## src/rtl/var_delay_shifter_if.sv

```systemverilog
// Signal bundle for var_delay_shifter: word input handshake, tap controls and status.
// The bench drives the master side; the delay line sits on the slave side.
interface var_delay_shifter_if #(
  parameter int WIDTH = 8,
  parameter int DEPTH = 32,
  parameter int NTAPS = 2
);
  localparam int SELW  = $clog2(DEPTH);
  localparam int FILLW = $clog2(DEPTH + 1);

  logic                   clear_n;
  logic                   in_valid;
  logic                   in_ready;
  logic [WIDTH-1:0]       in_data;
  logic                   mode;
  logic [NTAPS*SELW-1:0]  sel;
  logic                   flush;
  logic [NTAPS*WIDTH-1:0] tap_data;
  logic [NTAPS-1:0]       tap_valid;
  logic [NTAPS-1:0]       sel_err;
  logic [FILLW-1:0]       fill_level;
  logic                   full;
  logic                   flush_done;

  modport master (
    output clear_n, in_valid, in_data, mode, sel, flush,
    input  in_ready, tap_data, tap_valid, sel_err, fill_level, full, flush_done
  );

  modport slave (
    input  clear_n, in_valid, in_data, mode, sel, flush,
    output in_ready, tap_data, tap_valid, sel_err, fill_level, full, flush_done
  );
endinterface

```

## src/rtl/var_delay_shifter.sv

```systemverilog
// Multi-tap variable-depth word delay line with per-stage valid bits,
// fill accounting, a flush sequencer and registered tap read ports.
module var_delay_shifter #(
  parameter int WIDTH = 8,
  parameter int DEPTH = 32,
  parameter int NTAPS = 2
) (
  input logic                clock,
  input logic                reset,
  var_delay_shifter_if.slave bus
);
  localparam int SELW  = $clog2(DEPTH);
  localparam int FILLW = $clog2(DEPTH + 1);
  localparam logic [SELW-1:0]  LAST_SEL  = SELW'(DEPTH - 1);
  localparam logic [SELW:0]    DEPTH_EXT = (SELW + 1)'(DEPTH);
  localparam logic [FILLW-1:0] FILL_FULL = FILLW'(DEPTH);

  typedef enum logic [1:0] {
    IDLE  = 2'd0,
    RUN   = 2'd1,
    FLUSH = 2'd2
  } state_t;

  state_t                 state_q;
  logic [WIDTH-1:0]       stage_q [DEPTH];
  logic [DEPTH-1:0]       valid_q;
  logic [FILLW-1:0]       fill_q, fill_d;
  logic [NTAPS*WIDTH-1:0] tapData_q, tapData_d;
  logic [NTAPS-1:0]       tapValid_q, tapValid_d;
  logic [NTAPS-1:0]       selErr_q, selErr_d;
  logic                   flushDone_q;
  logic [SELW-1:0]        tapIdx [NTAPS];
  logic                   accept;
  logic                   doShift;

  // A flush drains by shifting bubbles in every cycle, so input is refused meanwhile.
  assign accept  = bus.in_valid && (state_q != FLUSH);
  assign doShift = accept || (state_q == FLUSH);

  always_comb begin
    fill_d = fill_q;
    if (doShift) begin
      fill_d = fill_q + FILLW'(accept) - FILLW'(valid_q[DEPTH-1]);
    end
  end

  // Out-of-range selects (only possible for non-power-of-2 DEPTH) clamp to the last stage.
  always_comb begin
    tapIdx     = '{default: LAST_SEL};
    tapData_d  = '0;
    tapValid_d = '0;
    selErr_d   = '0;
    for (int k = 0; k < NTAPS; k++) begin
      if (bus.mode) begin
        if ({1'b0, bus.sel[k*SELW +: SELW]} >= DEPTH_EXT) begin
          selErr_d[k] = 1'b1;
        end else begin
          tapIdx[k] = bus.sel[k*SELW +: SELW];
        end
      end
      tapData_d[k*WIDTH +: WIDTH] = stage_q[tapIdx[k]];
      tapValid_d[k]               = valid_q[tapIdx[k]];
    end
  end

  always_ff @(posedge clock or negedge reset) begin
    if (!reset) begin
      state_q     <= IDLE;
      valid_q     <= '0;
      fill_q      <= '0;
      tapData_q   <= '0;
      tapValid_q  <= '0;
      selErr_q    <= '0;
      flushDone_q <= 1'b0;
      for (int i = 0; i < DEPTH; i++) stage_q[i] <= '0;
    end else if (!bus.clear_n) begin
      state_q     <= IDLE;
      valid_q     <= '0;
      fill_q      <= '0;
      tapData_q   <= '0;
      tapValid_q  <= '0;
      selErr_q    <= '0;
      flushDone_q <= 1'b0;
      for (int i = 0; i < DEPTH; i++) stage_q[i] <= '0;
    end else begin
      if (doShift) begin
        for (int i = DEPTH - 1; i > 0; i--) stage_q[i] <= stage_q[i-1];
        stage_q[0] <= accept ? bus.in_data : '0;
        valid_q    <= {valid_q[DEPTH-2:0], accept};
      end
      fill_q      <= fill_d;
      tapData_q   <= tapData_d;
      tapValid_q  <= tapValid_d;
      selErr_q    <= selErr_d;
      flushDone_q <= 1'b0;
      // A flush request on an empty line with nothing arriving completes at once.
      case (state_q)
        FLUSH: begin
          if (fill_d == '0) begin
            state_q     <= IDLE;
            flushDone_q <= 1'b1;
          end
        end
        default: begin
          if (bus.flush && (fill_d != '0)) begin
            state_q <= FLUSH;
          end else if (bus.flush) begin
            state_q     <= IDLE;
            flushDone_q <= 1'b1;
          end else begin
            state_q <= (fill_d == '0) ? IDLE : RUN;
          end
        end
      endcase
    end
  end

  assign bus.in_ready   = (state_q != FLUSH);
  assign bus.tap_data   = tapData_q;
  assign bus.tap_valid  = tapValid_q;
  assign bus.sel_err    = selErr_q;
  assign bus.fill_level = fill_q;
  assign bus.full       = (fill_q == FILL_FULL);
  assign bus.flush_done = flushDone_q;
endmodule

```

## src/flat_wrapper.sv

```systemverilog
// flat-port wrapper written by rule: the top's interface ports become plain ports
module var_delay_shifter_flat 
#(
  parameter int WIDTH = 8,
  parameter int DEPTH = 32,
  parameter int NTAPS = 2
)
  (clock, reset, bus_clear_n, bus_in_valid, bus_in_data, bus_mode, bus_sel, bus_flush, bus_in_ready, bus_tap_data, bus_tap_valid, bus_sel_err, bus_fill_level, bus_full, bus_flush_done);
  var_delay_shifter_if #(.WIDTH(WIDTH), .DEPTH(DEPTH), .NTAPS(NTAPS)) bus_i ();
  input logic clock;
  input logic reset;
  input wire logic [$bits(bus_i.clear_n)-1:0] bus_clear_n;
  input wire logic [$bits(bus_i.in_valid)-1:0] bus_in_valid;
  input wire logic [$bits(bus_i.in_data)-1:0] bus_in_data;
  input wire logic [$bits(bus_i.mode)-1:0] bus_mode;
  input wire logic [$bits(bus_i.sel)-1:0] bus_sel;
  input wire logic [$bits(bus_i.flush)-1:0] bus_flush;
  output wire logic [$bits(bus_i.in_ready)-1:0] bus_in_ready;
  output wire logic [$bits(bus_i.tap_data)-1:0] bus_tap_data;
  output wire logic [$bits(bus_i.tap_valid)-1:0] bus_tap_valid;
  output wire logic [$bits(bus_i.sel_err)-1:0] bus_sel_err;
  output wire logic [$bits(bus_i.fill_level)-1:0] bus_fill_level;
  output wire logic [$bits(bus_i.full)-1:0] bus_full;
  output wire logic [$bits(bus_i.flush_done)-1:0] bus_flush_done;
  assign bus_i.clear_n = bus_clear_n;
  assign bus_i.in_valid = bus_in_valid;
  assign bus_i.in_data = bus_in_data;
  assign bus_i.mode = bus_mode;
  assign bus_i.sel = bus_sel;
  assign bus_i.flush = bus_flush;
  assign bus_in_ready = bus_i.in_ready;
  assign bus_tap_data = bus_i.tap_data;
  assign bus_tap_valid = bus_i.tap_valid;
  assign bus_sel_err = bus_i.sel_err;
  assign bus_fill_level = bus_i.fill_level;
  assign bus_full = bus_i.full;
  assign bus_flush_done = bus_i.flush_done;
  var_delay_shifter #(.WIDTH(WIDTH), .DEPTH(DEPTH), .NTAPS(NTAPS)) u_core (.clock(clock), .reset(reset), .bus(bus_i));
endmodule
```

## config.mk

```make
export PLATFORM = sky130hd
export DESIGN_NAME = var_delay_shifter_flat
export DESIGN_NICKNAME = d
export VERILOG_FILES = /design/src/rtl/var_delay_shifter_if.sv /design/src/rtl/var_delay_shifter.sv /design/src/flat_wrapper.sv
export SDC_FILE = /design/constraint.sdc
export NUM_CORES = 1
export LEC_CHECK = 0
export ABC_AREA = 1
export CAP_MARGIN = 10
export CORE_MARGIN = 2
export CORE_UTILIZATION = 45
export DETAILED_ROUTE_END_ITERATION = 8
export GPL_ROUTABILITY_DRIVEN = 1
export GPL_TIMING_DRIVEN = 0
export SLEW_MARGIN = 20
export SYNTH_ARGS = -nofsm -noshare
export SYNTH_HDL_FRONTEND = slang
export SYNTH_SLANG_ARGS = --single-unit
export TNS_END_PERCENT = 30
```

## constraint.sdc

```tcl
create_clock -name clock -period 5.8 [get_ports clock]
set_input_delay 1.16 -clock clock [delete_from_list [all_inputs] [get_ports clock]]
set_output_delay 1.16 -clock clock [all_outputs]
set_load 0.05 [all_outputs]
```

; ---- Yosys cells after proc, flatten, opt, wreduce, memory -nomap -nowiden
; Cells that the tools add are included.
[totals]
reg_bits = 315
inputBits = 24
out_inout_bits = 29
wordCells = 88
[classes]
n_addsub = 2
order_cmp = 4
eq_ne = 5
mux = 32
n_bitwise = 2
n_reduce_logical = 5
[ops]
columns = cell, count
row1 = $mux W256, 2
row2 = $bmux W8 S5, 2
row3 = $mux W32, 2
row4 = $mux W8, 5
row5 = $mux W16, 1
row6 = $ge A6 B6 Y1 const B, 2
row7 = $lt A5 B6 Y1 const B, 2
row8 = $mux W2, 6
row9 = $mux W6, 2
row10 = $not A5 Y6, 2
row11 = $bmux W1 S5, 2
row12 = $mux W5, 2
row13 = $mux W1, 8
row14 = $add A6 B1 Y6, 1
row15 = $eq A6 B6 Y1 const B, 1
row16 = $logic_not A6 Y1, 1
row17 = $reduce_bool A6 Y1, 1
row18 = $sub A6 B1 Y6, 1
row19 = $ne A3 B3 Y1 const B, 1
row20 = $eq A2 B2 Y1 const B, 1
row21 = $logic_and A1 B1 Y1, 2
row22 = $ne A2 B1 Y1 const B, 1
row23 = $ne A2 B2 Y1 const B, 1
row24 = $logic_or A1 B1 Y1, 1

; ---- Depth between registers and ports, before layout
[depth]
depth_word = 11
ltp_mapped = 17
ltp_nobuf = 17

; ---- Worst setup path before layout
; No wires, ideal clock.
[synth_timing]
kind = register to output
start = register u_core.fill_q[2] (netlist: u_core.bus.fill_level[2])
end = output port bus_full
t_arrival_ps = 1961
required_ps = 4640
setup_slack_ps = 2679
stages_incl_launch_ff = 5
path_buffers = 0
path_cell_list = dfrtp_1 > inv_1 > ha_1 > nand2_1 > nor3_1
[synth_via]
elab_chain_len = 1
[synth_rtl]
columns = element, line_no
row1 = from (decl), var_delay_shifter.sv:27  ; logic [FILLW-1:0] fill_q, fill_d;
row2 = from (signal assigned), var_delay_shifter.sv:91  ; fill_q <= fill_d;
row3 = $eq A6 B6 Y1, var_delay_shifter.sv:123  ; assign bus.full = (fill_q == FILL_FULL);
row4 = to (decl), flat_wrapper.sv:23  ; output wire logic [$bits(bus_i.full)-1:0] bus_full;
; Every way passes these cells.

; ---- Worst setup path in the final report
[layout_timing]
start = input port bus_in_valid
end = register u_core.state_q[1]
[layout_via]
elab_chain_len = 9
word_cells_on_any_way = 12
cone_classes = 2 x add/sub / 1 x eq/ne / 4 x mux / 5 x reduce/logical
[layout_rtl]
columns = element, line_no
row1 = from (decl), flat_wrapper.sv:13  ; input wire logic [$bits(bus_i.in_valid)-1:0] bus_in_valid;
row2 = $logic_and A1 B1 Y1 *, var_delay_shifter.sv:37  ; assign accept = bus.in_valid && (state_q != FLUSH);
row3 = $add A6 B1 Y6, var_delay_shifter.sv:43  ; fill_d = fill_q + FILLW'(accept) - FILLW'(valid_q[DEPTH-1]);
row4 = $sub A6 B1 Y6, var_delay_shifter.sv:43
row5 = $mux W6 *, var_delay_shifter.sv:42  ; if (doShift) begin
row6 = $reduce_bool A6 Y1, var_delay_shifter.sv:105  ; if (bus.flush && (fill_d != '0)) begin
row7 = $logic_and A1 B1 Y1, var_delay_shifter.sv:105
row8 = $mux W2, var_delay_shifter.sv:105
row9 = $mux W2, var_delay_shifter.sv:97  ; case (state_q)
row10 = $mux W2, var_delay_shifter.sv:76  ; end else if (!bus.clear_n) begin
row11 = to (signal assigned), var_delay_shifter.sv:111  ; state_q <= (fill_d == '0) ? IDLE : RUN;
row12 = to (decl), var_delay_shifter.sv:24  ; state_t state_q;
; Every way passes the cells marked *; elsewhere a longest branch is shown, timed or not.
; A chain may end at the register's enable or synchronous reset.

==> results.toml <==
[sta]
tightest_slew_ns = 0.933
timing.final.ws_setup_ns = 2.39
fin_crit_sh_pct = 58.7
finClkSkew_ns = 0.0122
slew_violations = 0
finalSetupViolCount = 0
min_period_ns = 3.41
finalHoldViolCount = 0
rsz0062_at_grt = "no"
slew_headroom_pct = 37.8
fmax_mhz = 294

[clock_network]
htreeDepth = 2
cts_tree = "done"
insertion_delay_ns = 0.56
cts_resized = 0
clkSlewWorstSetupHoldPaths_ns = 0.06
cts_setup_buffers = 0
clock_sinks = 315
cts_inserted_buffers = 37
hold_buffers = 0
cts_root_buf = "clkbuf_16"
clock_path_buffers = 3

[critical_path]
crit_chain = "clkdlybuf4s50_1, inv_2, nor2_1, ha_1, fa_1, inv_1, nand2_1, nand2_1, nand3_1, nor2_1, nand2_1, nor2_1, nor2_1"
r2r-start = "u_core.state_q[1]$_DFFE_PN0P_"
cp_max_fo = 9
endpoint_kind = "register"
cp_top_family = "simple AND/OR/NAND/NOR gates"
setup.worst_path.start_class = "primary input"
cp_slowest_cell = "nor2_1"
path_class = "in2reg"
required_ns = 6.24
crit_buf_inv = 3
timing.rr.end = "u_core.state_q[1]$_DFFE_PN0P_"
rr_worst_depth = 13
crit_top_cell = "nor2_1"
slowest_delay_ns = 0.56
worstPathArrival_ns = 3.85
r2r_slack_ns = 3.03

[power]
irDropWorstVdd_uv = 209
p_total_mw = 5.59
pwr-share-seq_pct = 40.2
power_density_nw_per_um2 = 276
p_clk_share_pct = 43.0
power.internal_mw = 3.88
comb_power_share_pct = 16.8
switching_share_pct = 30.5
p_leak_nw = 8.52
p_switching_mw = 1.71

[route]
wire_per_inst_um = 23.6
drt-pass1-iter-count = 6
drtAntennaViolNets = 0
via_per_inst = 6.12
via_count = 18500
drtIter0Drc = 2165
routed_wl_um = 71700
drc_errors = 0

[yosys]
syn-instance-count = 2398
ys_seq_area_share_pct = 44.2
synth_cell_types = 28
avgSynthCellArea_um2 = 7.43
yosysWarnings = 0
ys_ff_latch = 315
syn_area_um2 = 17800

[place]
place.gp.congestion = 1.00
dp_slack_ns = 1.80
dpl.hpwl_um = 53200
numPortBuffers = 49

[min_path]
min_path_cells = 2
min_from = "u_core.stage_q[5]$_DFFE_PN0P_"
min_to = "u_core.stage_q[5]$_DFFE_PN0P_"
hold_class = "reg2reg"

[floorplan]
die_h_um = 203
die_x_um = 203
num_rows = 72
die-area_um2 = 41200
core_area_um2 = 38800
start_util_pct = 45.9
pin_count = 53

[global_routing]
grt_max_degree = 97
antenna_found_initial = 0
grt_pass1_vias = 17900
grt_pass1_wl_um = 109000
gr-total-overflow = 0
grt_usage_pct = 35.1

[layout]
nets = 2523
finish.utilization_pct = 52.2
final_common_cell = "nand3_1"
layout_common_cells = "nand3_1 (776), nand2_1 (420), dfrtp_1 (315)"
area_growth_pct = 13.7
layout-drive-gt1-share_pct = 8.04
antennaDiodeCount = 0

[job]
cap_violations = 0

[run_status]
status = "complete, no violations"
==> state kept, by name, indices dropped and copies added, names as in the netlist <==
signal and cells:
u_core.stage_q 256, u_core.valid_q 32, u_core.bus.fill_level 6, u_core.state_q 2, u_core.bus.tap_data 16, u_core.bus.flush_done 1, u_core.bus.tap_valid 2
==> area by class of cell <==
type,instances,area (um2)
clock inverters,20,248
well taps,518,648
repair buffers,52,578
inverters,310,1170
multi-input cells,1574,7840
clock buffers,42,955
plain buffers,200,930
flip-flops and latches,315,7880
fillers,3839,18600
==> power by group through the flow <==
| stage | registers (mW) | logic (mW) | clock network, mW |
|---|---|---|---|
| after floorplan | 2.35 | 0.490 | 0 |
| after global placement | 2.29 | 0.902 | 0 |
| after detailed placement | 2.29 | 0.915 | 0 |
| after CTS | 2.25 | 0.917 | 2.42 |
| final | 2.25 | 0.940 | 2.40 |
| after global routing | 2.25 | 1.01 | 2.50 |
==> routing by layer <==
layer	wire (um)	vias up	track usage, %
li1	-	8341	-
met1	28500	8926	45.2
met2	32500	1012	55.9
met3	6030	259	6.12
met4	4660	0	20.5
met5	0	-	0
==> cells in the mapped netlist <==
cell type / count / area share, %
a21boi_0: 1 / 0.042
a21oi_1: 23 / 0.65
a22o_1: 1 / 0.049
a22oi_1: 31 / 1.3
a32o_1: 1 / 0.056
buf_1: 26 / 0.55
buf_2: 98 / 2.8
buf_4: 13 / 0.55
buf_6: 1 / 0.063
clkbuf_1: 62 / 1.3
conb_1: 1 / 0.021
dfrtp_1: 315 / 44
fa_1: 1 / 0.11
ha_1: 8 / 0.56
inv_1: 297 / 6.3
inv_2: 12 / 0.25
inv_6: 1 / 0.049
nand2_1: 420 / 8.8
nand2_2: 4 / 0.14
nand2_4: 1 / 0.063
nand3_1: 776 / 22
nand4_1: 1 / 0.035
nor2_1: 36 / 0.76
nor2_4: 10 / 0.63
nor3_1: 1 / 0.028
o211ai_1: 1 / 0.042
o21ai_0: 20 / 0.56
o22ai_1: 236 / 8.3
==> through the flow <==
| stage | area (um2) | setup TNS (ns) | hold slack [ns] | std cells |
|---|---|---|---|---|
| 2_1_floorplan | 17800 | 0 | 0.475 | 2399 |
| 3_3_place_gp | 19000 | -3138.90 | 0.503 | 2966 |
| 3_5_place_dp | 19000 | 0 | 0.510 | 2969 |
| 4_1_cts | 20300 | 0 | 0.524 | 3031 |
| 5_1_grt | 20300 | 0 | 0.564 | 3031 |
| 6_report | 20300 | 0 | 0.525 | 3031 |
==> cell families (layout without fill, tap and decap cells) <==
kind of cell	Yosys count	in the layout	share of synthesized area, %
AOI/OAI and AO/OA	314	314	11.0
and+or+nand+nor	1249	1249	32.3
other	1	2	0.0210
DFF	315	315	44.2
adders and majority gates	9	9	0.674
buffers and inverters	510	624	11.8
==> worst max path at each step <==
stage,cells past startpoint,startpoint,endpoint,slack (ns)
after global routing,13,bus_in_valid,u_core.state_q[1]$_DFFE_PN0P_,2.17
final,13,bus_in_valid,u_core.state_q[1]$_DFFE_PN0P_,2.39
after CTS,5,u_core.bus.fill_level[4]$_DFF_PN0_,bus_full,2.38
after detailed placement,13,bus_in_valid,u_core.state_q[1]$_DFFE_PN0P_,1.80
after global placement,1,reset,u_core.stage_q[181]$_DFFE_PN0P_,-10.02
after floorplan,4,u_core.bus.fill_level[2]$_DFF_PN0_,bus_full,2.68
==> worst register-to-register path: stages, from the launching register on <==
cell     delay (ns)
dfrtp_1        0.39
nand2_4        0.12
inv_1          0.07
nor2_1         0.54
ha_1           0.37
fa_1           0.45
inv_1          0.07
nand2_1        0.05
nand2_1        0.11
nand3_1        0.10
nor2_1         0.13
nand2_1        0.06
nor2_1         0.15
nor2_1         0.06
Note: power is estimated with default switching activity, not from simulation.
